===== src/rtl/uart_cmd_responder.sv =====
// Serial command responder: turns uart byte frames into single 8-bit bus reads/writes
// and returns one response byte per frame through the uart transmitter.
module uart_cmd_responder #(
  parameter int unsigned ADDR_W   = 16,
  parameter int unsigned TIMEOUT  = 1000000,
  parameter logic [7:0]  ACK_BYTE = 8'hAA,
  parameter logic [7:0]  ERR_BYTE = 8'hEE
) (
  input  logic              sys_clk,
  input  logic              sys_rst,
  input  logic [7:0]        uart_in_data,
  input  logic              uart_rx_empty,
  input  logic              uart_rx_ov,
  output logic              uart_rd,
  output logic [7:0]        uart_out_data,
  output logic              uart_wr,
  input  logic              uart_tx_empty,
  output logic              bus_cyc,
  output logic              bus_we,
  output logic [ADDR_W-1:0] bus_adr,
  output logic [7:0]        bus_dat_w,
  input  logic [7:0]        bus_dat_r,
  input  logic              bus_ack,
  output logic              busy,
  output logic              frame_err
);

  localparam int unsigned CNT_W  = (TIMEOUT > 2) ? $clog2(TIMEOUT) : 1;
  localparam logic [7:0]  CMD_WR = 8'h01;
  localparam logic [7:0]  CMD_RD = 8'h02;

  typedef enum logic [2:0] {
    S_IDLE, S_ADDR_HI, S_ADDR_LO, S_DATA, S_BUS, S_RESP, S_RESP_WAIT
  } state_t;

  state_t            state_q, state_d;
  logic [CNT_W-1:0]  cnt_q, cnt_d;
  logic              is_wr_q, is_wr_d;
  logic [7:0]        addr_hi_q, addr_hi_d;
  logic [ADDR_W-1:0] adr_q, adr_d;
  logic [7:0]        wdat_q, wdat_d;
  logic [7:0]        resp_q, resp_d;
  logic              rd_q, rd_d;
  logic              wr_q, wr_d;
  logic [7:0]        out_q, out_d;
  logic              cyc_q, cyc_d;
  logic              we_q, we_d;
  logic              busy_q, busy_d;
  logic              ferr_q, ferr_d;

  logic in_frame;
  logic take;
  logic tmo;

  // A byte may be taken only when no take happened last cycle; an overrun inside a frame blocks it.
  always_comb begin
    in_frame = (state_q == S_ADDR_HI) || (state_q == S_ADDR_LO) || (state_q == S_DATA);
    take     = ((state_q == S_IDLE) || (in_frame && !uart_rx_ov)) && !uart_rx_empty && !rd_q;
    tmo      = (cnt_q == CNT_W'(TIMEOUT - 1));
  end

  // Next-state and registered-output logic
  always_comb begin
    state_d   = state_q;
    cnt_d     = cnt_q + CNT_W'(1);
    is_wr_d   = is_wr_q;
    addr_hi_d = addr_hi_q;
    adr_d     = adr_q;
    wdat_d    = wdat_q;
    resp_d    = resp_q;
    out_d     = out_q;
    wr_d      = 1'b0;
    ferr_d    = 1'b0;
    rd_d      = take;

    case (state_q)
      S_IDLE: begin
        if (take) begin
          if ((uart_in_data == CMD_WR) || (uart_in_data == CMD_RD)) begin
            is_wr_d = (uart_in_data == CMD_WR);
            state_d = S_ADDR_HI;
          end else begin
            resp_d  = ERR_BYTE;
            state_d = S_RESP;
          end
        end
      end
      S_ADDR_HI, S_ADDR_LO, S_DATA: begin
        if (uart_rx_ov) begin
          ferr_d  = 1'b1;
          state_d = S_IDLE;
        end else if (take) begin
          if (state_q == S_ADDR_HI) begin
            addr_hi_d = uart_in_data;
            state_d   = S_ADDR_LO;
          end else if (state_q == S_ADDR_LO) begin
            adr_d   = ADDR_W'({addr_hi_q, uart_in_data});
            state_d = is_wr_q ? S_DATA : S_BUS;
          end else begin
            wdat_d  = uart_in_data;
            state_d = S_BUS;
          end
        end else if (tmo) begin
          ferr_d  = 1'b1;
          state_d = S_IDLE;
        end
      end
      S_BUS: begin
        if (bus_ack) begin
          resp_d  = is_wr_q ? ACK_BYTE : bus_dat_r;
          state_d = S_RESP;
        end else if (tmo) begin
          resp_d  = ERR_BYTE;
          state_d = S_RESP;
        end
      end
      S_RESP: begin
        if (uart_tx_empty) begin
          out_d   = resp_q;
          wr_d    = 1'b1;
          state_d = S_RESP_WAIT;
        end
      end
      S_RESP_WAIT: state_d = S_IDLE;
      default:     state_d = S_IDLE;
    endcase

    if (take || (state_d != state_q)) begin
      cnt_d = '0;
    end

    cyc_d  = (state_d == S_BUS);
    we_d   = cyc_d && is_wr_q;
    busy_d = (state_d != S_IDLE);
  end

  always_ff @(posedge sys_clk or posedge sys_rst) begin
    if (sys_rst) begin
      state_q   <= S_IDLE;
      cnt_q     <= '0;
      is_wr_q   <= 1'b0;
      addr_hi_q <= '0;
      adr_q     <= '0;
      wdat_q    <= '0;
      resp_q    <= '0;
      rd_q      <= 1'b0;
      wr_q      <= 1'b0;
      out_q     <= '0;
      cyc_q     <= 1'b0;
      we_q      <= 1'b0;
      busy_q    <= 1'b0;
      ferr_q    <= 1'b0;
    end else begin
      state_q   <= state_d;
      cnt_q     <= cnt_d;
      is_wr_q   <= is_wr_d;
      addr_hi_q <= addr_hi_d;
      adr_q     <= adr_d;
      wdat_q    <= wdat_d;
      resp_q    <= resp_d;
      rd_q      <= rd_d;
      wr_q      <= wr_d;
      out_q     <= out_d;
      cyc_q     <= cyc_d;
      we_q      <= we_d;
      busy_q    <= busy_d;
      ferr_q    <= ferr_d;
    end
  end

  assign uart_rd       = rd_q;
  assign uart_wr       = wr_q;
  assign uart_out_data = out_q;
  assign bus_cyc       = cyc_q;
  assign bus_we        = we_q;
  assign bus_adr       = adr_q;
  assign bus_dat_w     = wdat_q;
  assign busy          = busy_q;
  assign frame_err     = ferr_q;

endmodule


===== config.mk =====
export PLATFORM = sky130hd
export DESIGN_NAME = uart_cmd_responder
export DESIGN_NICKNAME = d
export VERILOG_FILES = /design/src/rtl/uart_cmd_responder.sv
export SDC_FILE = /design/constraint.sdc
export NUM_CORES = 1
export LEC_CHECK = 0
export ABC_AREA = 1
export CORE_MARGIN = 5
export CORE_UTILIZATION = 53
export CTS_CLUSTER_SIZE = 25
export DETAILED_ROUTE_END_ITERATION = 8
export PLACE_DENSITY_LB_ADDON = 0.05
export SLEW_MARGIN = 10
export SYNTH_ARGS = -nofsm -noshare
export SYNTH_HDL_FRONTEND = slang
export SYNTH_SLANG_ARGS = --single-unit

===== constraint.sdc =====
create_clock -name sys_clk -period 3 [get_ports sys_clk]
set_clock_uncertainty 0.05 [all_clocks]
set_input_delay 0.3 -clock sys_clk [delete_from_list [all_inputs] [get_ports sys_clk]]
set_output_delay 0.3 -clock sys_clk [all_outputs]
set_load 0.02 [all_outputs]

* Word-level counts from Yosys, hierarchy flattened
Cells that the tools add are included.
** Cells by class
- Add/subtract/negate cells :: 1
- Equal/unequal tests :: 13
- Muxes and demuxes :: 25
- Bitwise operators :: 3
- Reduce and logical (&&, ||, !) cells :: 22
** Operators with widths (number)
- 8-bit 2-to-1 mux :: 5
- 3-bit 2-to-1 mux :: 11
- 20-bit by 1-bit adder with 20-bit output, second input constant :: 1
- 20-bit equality test, second input constant :: 1
- 20-bit 2-to-1 mux :: 1
- 8-bit case mux with 2 select lines :: 1
- 3-bit case mux with 4 select lines :: 1
- 5-bit AND reduction :: 2
- 3-bit equality test, second input constant :: 3
- 8-bit by 1-bit equality test with 1-bit output, second input constant :: 1
- 8-bit by 2-bit equality test with 1-bit output, second input constant :: 1
- 4-bit AND reduction :: 2
- 3-bit by 2-bit equality test with 1-bit output, second input constant :: 2
- 1-bit 2-to-1 mux :: 6
- 1-bit logical OR :: 5
- 1-bit logical AND :: 4
- 2-bit inequality test, second input constant :: 2
- 3-bit by 1-bit equality test with 1-bit output, second input constant :: 1
- 1-bit logical NOT :: 3
- 3-bit logical NOT :: 1
- 3-bit inequality test :: 1
- 3-bit inequality test, second input constant :: 1
- 1-bit inverter :: 3
- 3-bit AND reduction :: 1
- other kinds (4) :: 4
** Word-level totals
- Register bits :: 78
- Bits of input ports :: 22
- Output and inout port bits :: 38
- Logic and storage cells :: 78

* Depth between registers and ports, before layout
- Depth in word-level cells :: 13
- Mapped depth :: 13
- Mapped depth without buffers :: 13

* Worst setup path before layout
No wires, ideal clock.
- Path type :: flip-flop to flip-flop
- Start :: reg rd_q (netlist: uart_rd)
- End :: reg cnt_q[12]
- Setup time :: 122 ps
- Arrival time :: 1471 ps
- Required time :: 2828 ps
- Path slack :: 1356 ps
- Stages on the path, launching flop included :: 14
- Path buffers :: 1
- Period minus slack after synthesis :: 1644 ps
- Cell sequence :: dfrtp_1 -> inv_1 -> nand2_1 -> nor2_1 -> nand2_4 -> nand2_1 -> nand2_1 -> nor2_1 -> nand2_2 -> nand3_2 -> nand2_1 -> nand3_2 -> buf_6 -> nor2_2
** On the way
- Longest elaborated chain between the ends :: 8
- Elaborated cells on any way between the ends :: 9
- Those cells by class :: eq/ne (1); mux (5); reduce/logical (3)
** Ends and longest elaborated chain
- from (decl) :: RTL line 43 : logic rd_q, rd_d;
- from (signal assigned) :: RTL line 161 : rd_q <= rd_d;
- 1-bit logical NOT * :: RTL line 58 : take = ((state_q == S_IDLE) || (in_frame && !uart_rx_ov)) && !uart_rx_empty && !rd_q;
- 1-bit logical AND * :: RTL line 58
- 3-bit 2-to-1 mux :: RTL line 92 : end else if (take) begin
- 3-bit 2-to-1 mux :: RTL line 89 : if (uart_rx_ov) begin
- 3-bit case mux with 4 select lines * :: RTL line 76 : case (state_q)
- net state_d[0] :: RTL line 36 : state_t state_q, state_d;
- 3-bit inequality test * :: RTL line 128 : if (take || (state_d != state_q)) begin
- 1-bit logical OR * :: RTL line 128
- 20-bit 2-to-1 mux * :: RTL line 128
- net cnt_d[12] :: RTL line 37 : logic [CNT_W-1:0] cnt_q, cnt_d;
- to (signal assigned) :: RTL line 155 : cnt_q <= cnt_d;
- to (decl) :: RTL line 37
Mark *: on every way through the listed nets, which the timed path passes. The rest lies on a longest branch.
A chain may end at the register's enable or synchronous reset.

* Worst setup path after layout
- Start :: reg cnt_q[0]
- End :: reg cnt_q[19]
** On the way
- Longest elaborated chain between the ends :: 8
- Elaborated cells on any way between the ends :: 11
- Those cells by class :: add/sub (1); eq/ne (2); mux (7); reduce/logical (1)
** Ends and longest elaborated chain
- 20-bit equality test * :: RTL line 59 : tmo = (cnt_q == CNT_W'(TIMEOUT - 1));
- 3-bit 2-to-1 mux :: RTL line 103 : end else if (tmo) begin
- 3-bit 2-to-1 mux :: RTL line 92
- 3-bit 2-to-1 mux :: RTL line 89
- 3-bit case mux with 4 select lines * :: RTL line 76
- net state_d[0] :: RTL line 36
- 3-bit inequality test * :: RTL line 128
- 1-bit logical OR * :: RTL line 128
- 20-bit 2-to-1 mux * :: RTL line 128
- net cnt_d[19] :: RTL line 37
Marks and branches as above.

==> flow_metrics.tcl <==
set metrics [dict create \
    outcome "completed" \
    fmax_ghz 0.5072 \
    post_drt_via_cell_ratio 5.032 \
    firstDrtPassIters 4 \
    timing_worst_setup_path_type "reg2reg" \
    synth_seq_cells 78 \
    finalWirelength_um 7237 \
    root_buffer "clkbuf_8" \
    cts_tree "built" \
    die_x_um 91.01 \
    initial_core_util 0.5478 \
    cts_max_path_buffers 2 \
    grt_pass1_wl_um 12790 \
    clock_latency_ns 0.35 \
    worstPathRequired_ns 3.17 \
    hold_viol 0 \
    cts_resized 0 \
    cts-buffers-inserted 9 \
    grt_max_degree 33 \
    antenna_left 0 \
    areaGrowthSynthToFinish_pct 25.86 \
    hold_ws_ns 0.2422 \
    final_nets 468 \
    p_per_area_nw_per_um2 898.7 \
    place_area_sq_um 4156 \
    rsz0062_at_grt "false" \
    wire_per_inst_um 13.76 \
    syn-instance-count 379 \
    p_leak_nw 2.023 \
    ctsHoldBuffers 0 \
    dieHeight_um 91.01 \
    fin_setup_tns_ns 0 \
    antenna_found_initial 0 \
    setup_violations 0 \
    num_vias 2647 \
    rr_worst_depth 11 \
    drive_gt1_frac 0.1359 \
    yosysWarnings 0 \
    cpMaxStageDelayCell "dfrtp_1" \
    core_sq_um 6350 \
    insertedDiodeCount 0 \
    post-route-min-period_ns 1.972 \
    post-dp-hpwl_um 5175 \
    htree_levels 3 \
    port_buffers 59 \
    peakVddDrop_mv 0.5412 \
    tightest_slew_ns 0.6594 \
    drtIter0Drc 116 \
    numClockSinks 78 \
    ys_types 30 \
    avgSynthCellArea_sq_um 9.178 \
    synthesis.area_sq_um 3478 \
    finalMaxSlewViolations 0 \
    critPathBufInv 1 \
    die_area_sq_um 8283 \
    cp-start-kind "flop" \
    post_cts_buffers 0 \
    rows 29 \
    gp_congestion 0.8806 \
    slowest_delay_ns 0.38 \
    hp-class "in2async" \
    crit_chain "ha_1, nand3_2, nor2_1, nand3_1, nand2_1, nand2_1, nand3_2, nand2_1, nand3_2, buf_4, nor2_2" \
    cp_top_family "simple AND/OR/NAND/NOR gates" \
    ios 60 \
    syn_nets 402 \
    endpoint_kind "flop" \
    ys_seq_area_frac 0.5612 \
    slew_headroom 0.5557 \
    grt_pass1_vias 2768 \
    worstPathMaxFanout 20 \
    path_clk_slew_ns 0.08 \
    drc_errors 0 \
    drv_cap 0 \
    fin_crit_sh 0.6572 \
    arrival_ns 2.15 \
    final_area_sq_um 4378 \
    grt-ovfl-total 0 \
    path_depth 11 \
    grtUsageTotal 0.1898 \
]
-- state kept, by name (all words and copies together), names as in the netlist --
name and flops:
addr_hi_q 8, bus_adr 16, bus_cyc 1, bus_dat_w 8
bus_we 1, busy 1, cnt_q 20, frame_err 1
is_wr_q 1, resp_q 8, state_q 3, uart_out_data 8
uart_rd 1, uart_wr 1
-- report_power, final --
part           switching (mW)  leakage [nW]  internal, mW
clock network           0.369         0.115         0.507
registers               0.176          1.02          1.38
logic                   0.885         0.886         0.621
total                    1.43          2.02          2.50
-- metal layers --
| metal | vias up | part of all wire | global-route usage |
|---|---|---|---|
| li1 | 1328 | - | - |
| met5 | - | 0 | 0 |
| met4 | 0 | 0.017 | 0.07335 |
| met1 | 1245 | 0.47 | 0.2590 |
| met3 | 9 | 0.065 | 0.05620 |
| met2 | 65 | 0.45 | 0.2873 |
-- stage by stage --
step / cells / power (mW) / utilization / setup WS, ns
floorplan: 379 / 2.507 / - / 0.6550
global placement: 511 / 3.060 / 0.6546 / 0.8724
detailed placement: 511 / 3.095 / 0.6546 / 0.7612
CTS: 526 / 3.977 / 0.6895 / 1.002
global route: 526 / 4.213 / 0.6895 / 0.8418
finish: 526 / 3.935 / 0.6895 / 1.028
-- worst reg2reg max path: cells and delay by family, from the launching register on --
| family | cells | cell delay [ns] |
|---|---|---|
| DFF | 1 | 0.38 |
| adders and majority gates | 1 | 0.21 |
| and+or+nand+nor | 9 | 0.89 |
| buffers and inverters | 1 | 0.31 |
-- final cells by class --
type | instances | area [sq um]
sequential | 78 | 1952
clock inverter | 4 | 70.07
inverter | 46 | 175.2
tap | 77 | 96.34
fill | 502 | 1972
multi-input combinational | 248 | 1308
clock buffer | 11 | 151.4
timing repair buffer | 62 | 625.6
-- worst paths after layout --
| check | endpoint | startpoint | slack (ns) |
|---|---|---|---|
| worst min-delay path | cnt_q[8]$_DFF_PP0_ | sys_rst | 0.24 |
| worst max register to register | cnt_q[19]$_DFF_PP0_ | cnt_q[0]$_DFF_PP0_ | 1.03 |
| worst max-delay path | cnt_q[19]$_DFF_PP0_ | cnt_q[0]$_DFF_PP0_ | 1.03 |
| min in group sys_clk | cnt_q[0]$_DFF_PP0_ | cnt_q[0]$_DFF_PP0_ | 0.42 |
| max in group asynchronous | resp_q[0]$_DFFE_PP0P_ | sys_rst | 1.94 |
| worst min register to register | cnt_q[0]$_DFF_PP0_ | cnt_q[0]$_DFF_PP0_ | 0.42 |
-- cell families (layout without fill, tap and decap cells) --
kind of cell,Yosys count,in the layout,synth area share
mux,8,8,0.02590
simple gates,173,173,0.2327
buf+inv,53,123,0.06295
compound gates,50,50,0.07338
xor+xnor,16,16,0.04029
fa+ha+maj,1,1,0.003597
flops,78,78,0.5612
-- synthesized netlist by cell type, drive strengths merged --
| library cell | instances | area, sq um |
|---|---|---|
| xor2 | 10 | 87.58 |
| nor2 | 61 | 284.0 |
| nand2 | 78 | 310.3 |
| nand3b | 1 | 7.510 |
| nor3 | 9 | 55.05 |
| nand3 | 15 | 90.09 |
| o21ai | 39 | 198.9 |
| nand2b | 1 | 6.260 |
| a31oi | 1 | 6.260 |
| and3 | 1 | 6.260 |
| dfrtp | 78 | 1952 |
| a21oi | 10 | 50.05 |
| buf | 4 | 32.53 |
| inv | 46 | 175.2 |
| mux2 | 8 | 90.08 |
| ha | 1 | 12.51 |
| nor4 | 1 | 12.51 |
| clkbuf | 3 | 11.26 |
| nand4 | 6 | 37.54 |
| xnor2 | 6 | 52.55 |
-- cell usage in the layout, fill, tap and decap left out, types with 11 or more instances in the layout --
cell and instances:
o21ai_0 38, nor2_2 22, clkdlybuf4s50_1 59, inv_1 41, nand3_1 12, nand2_1 73, nor2_1 39, dfrtp_1 78
clkbuf_8 11
Power figures use the tool's default switching activity.
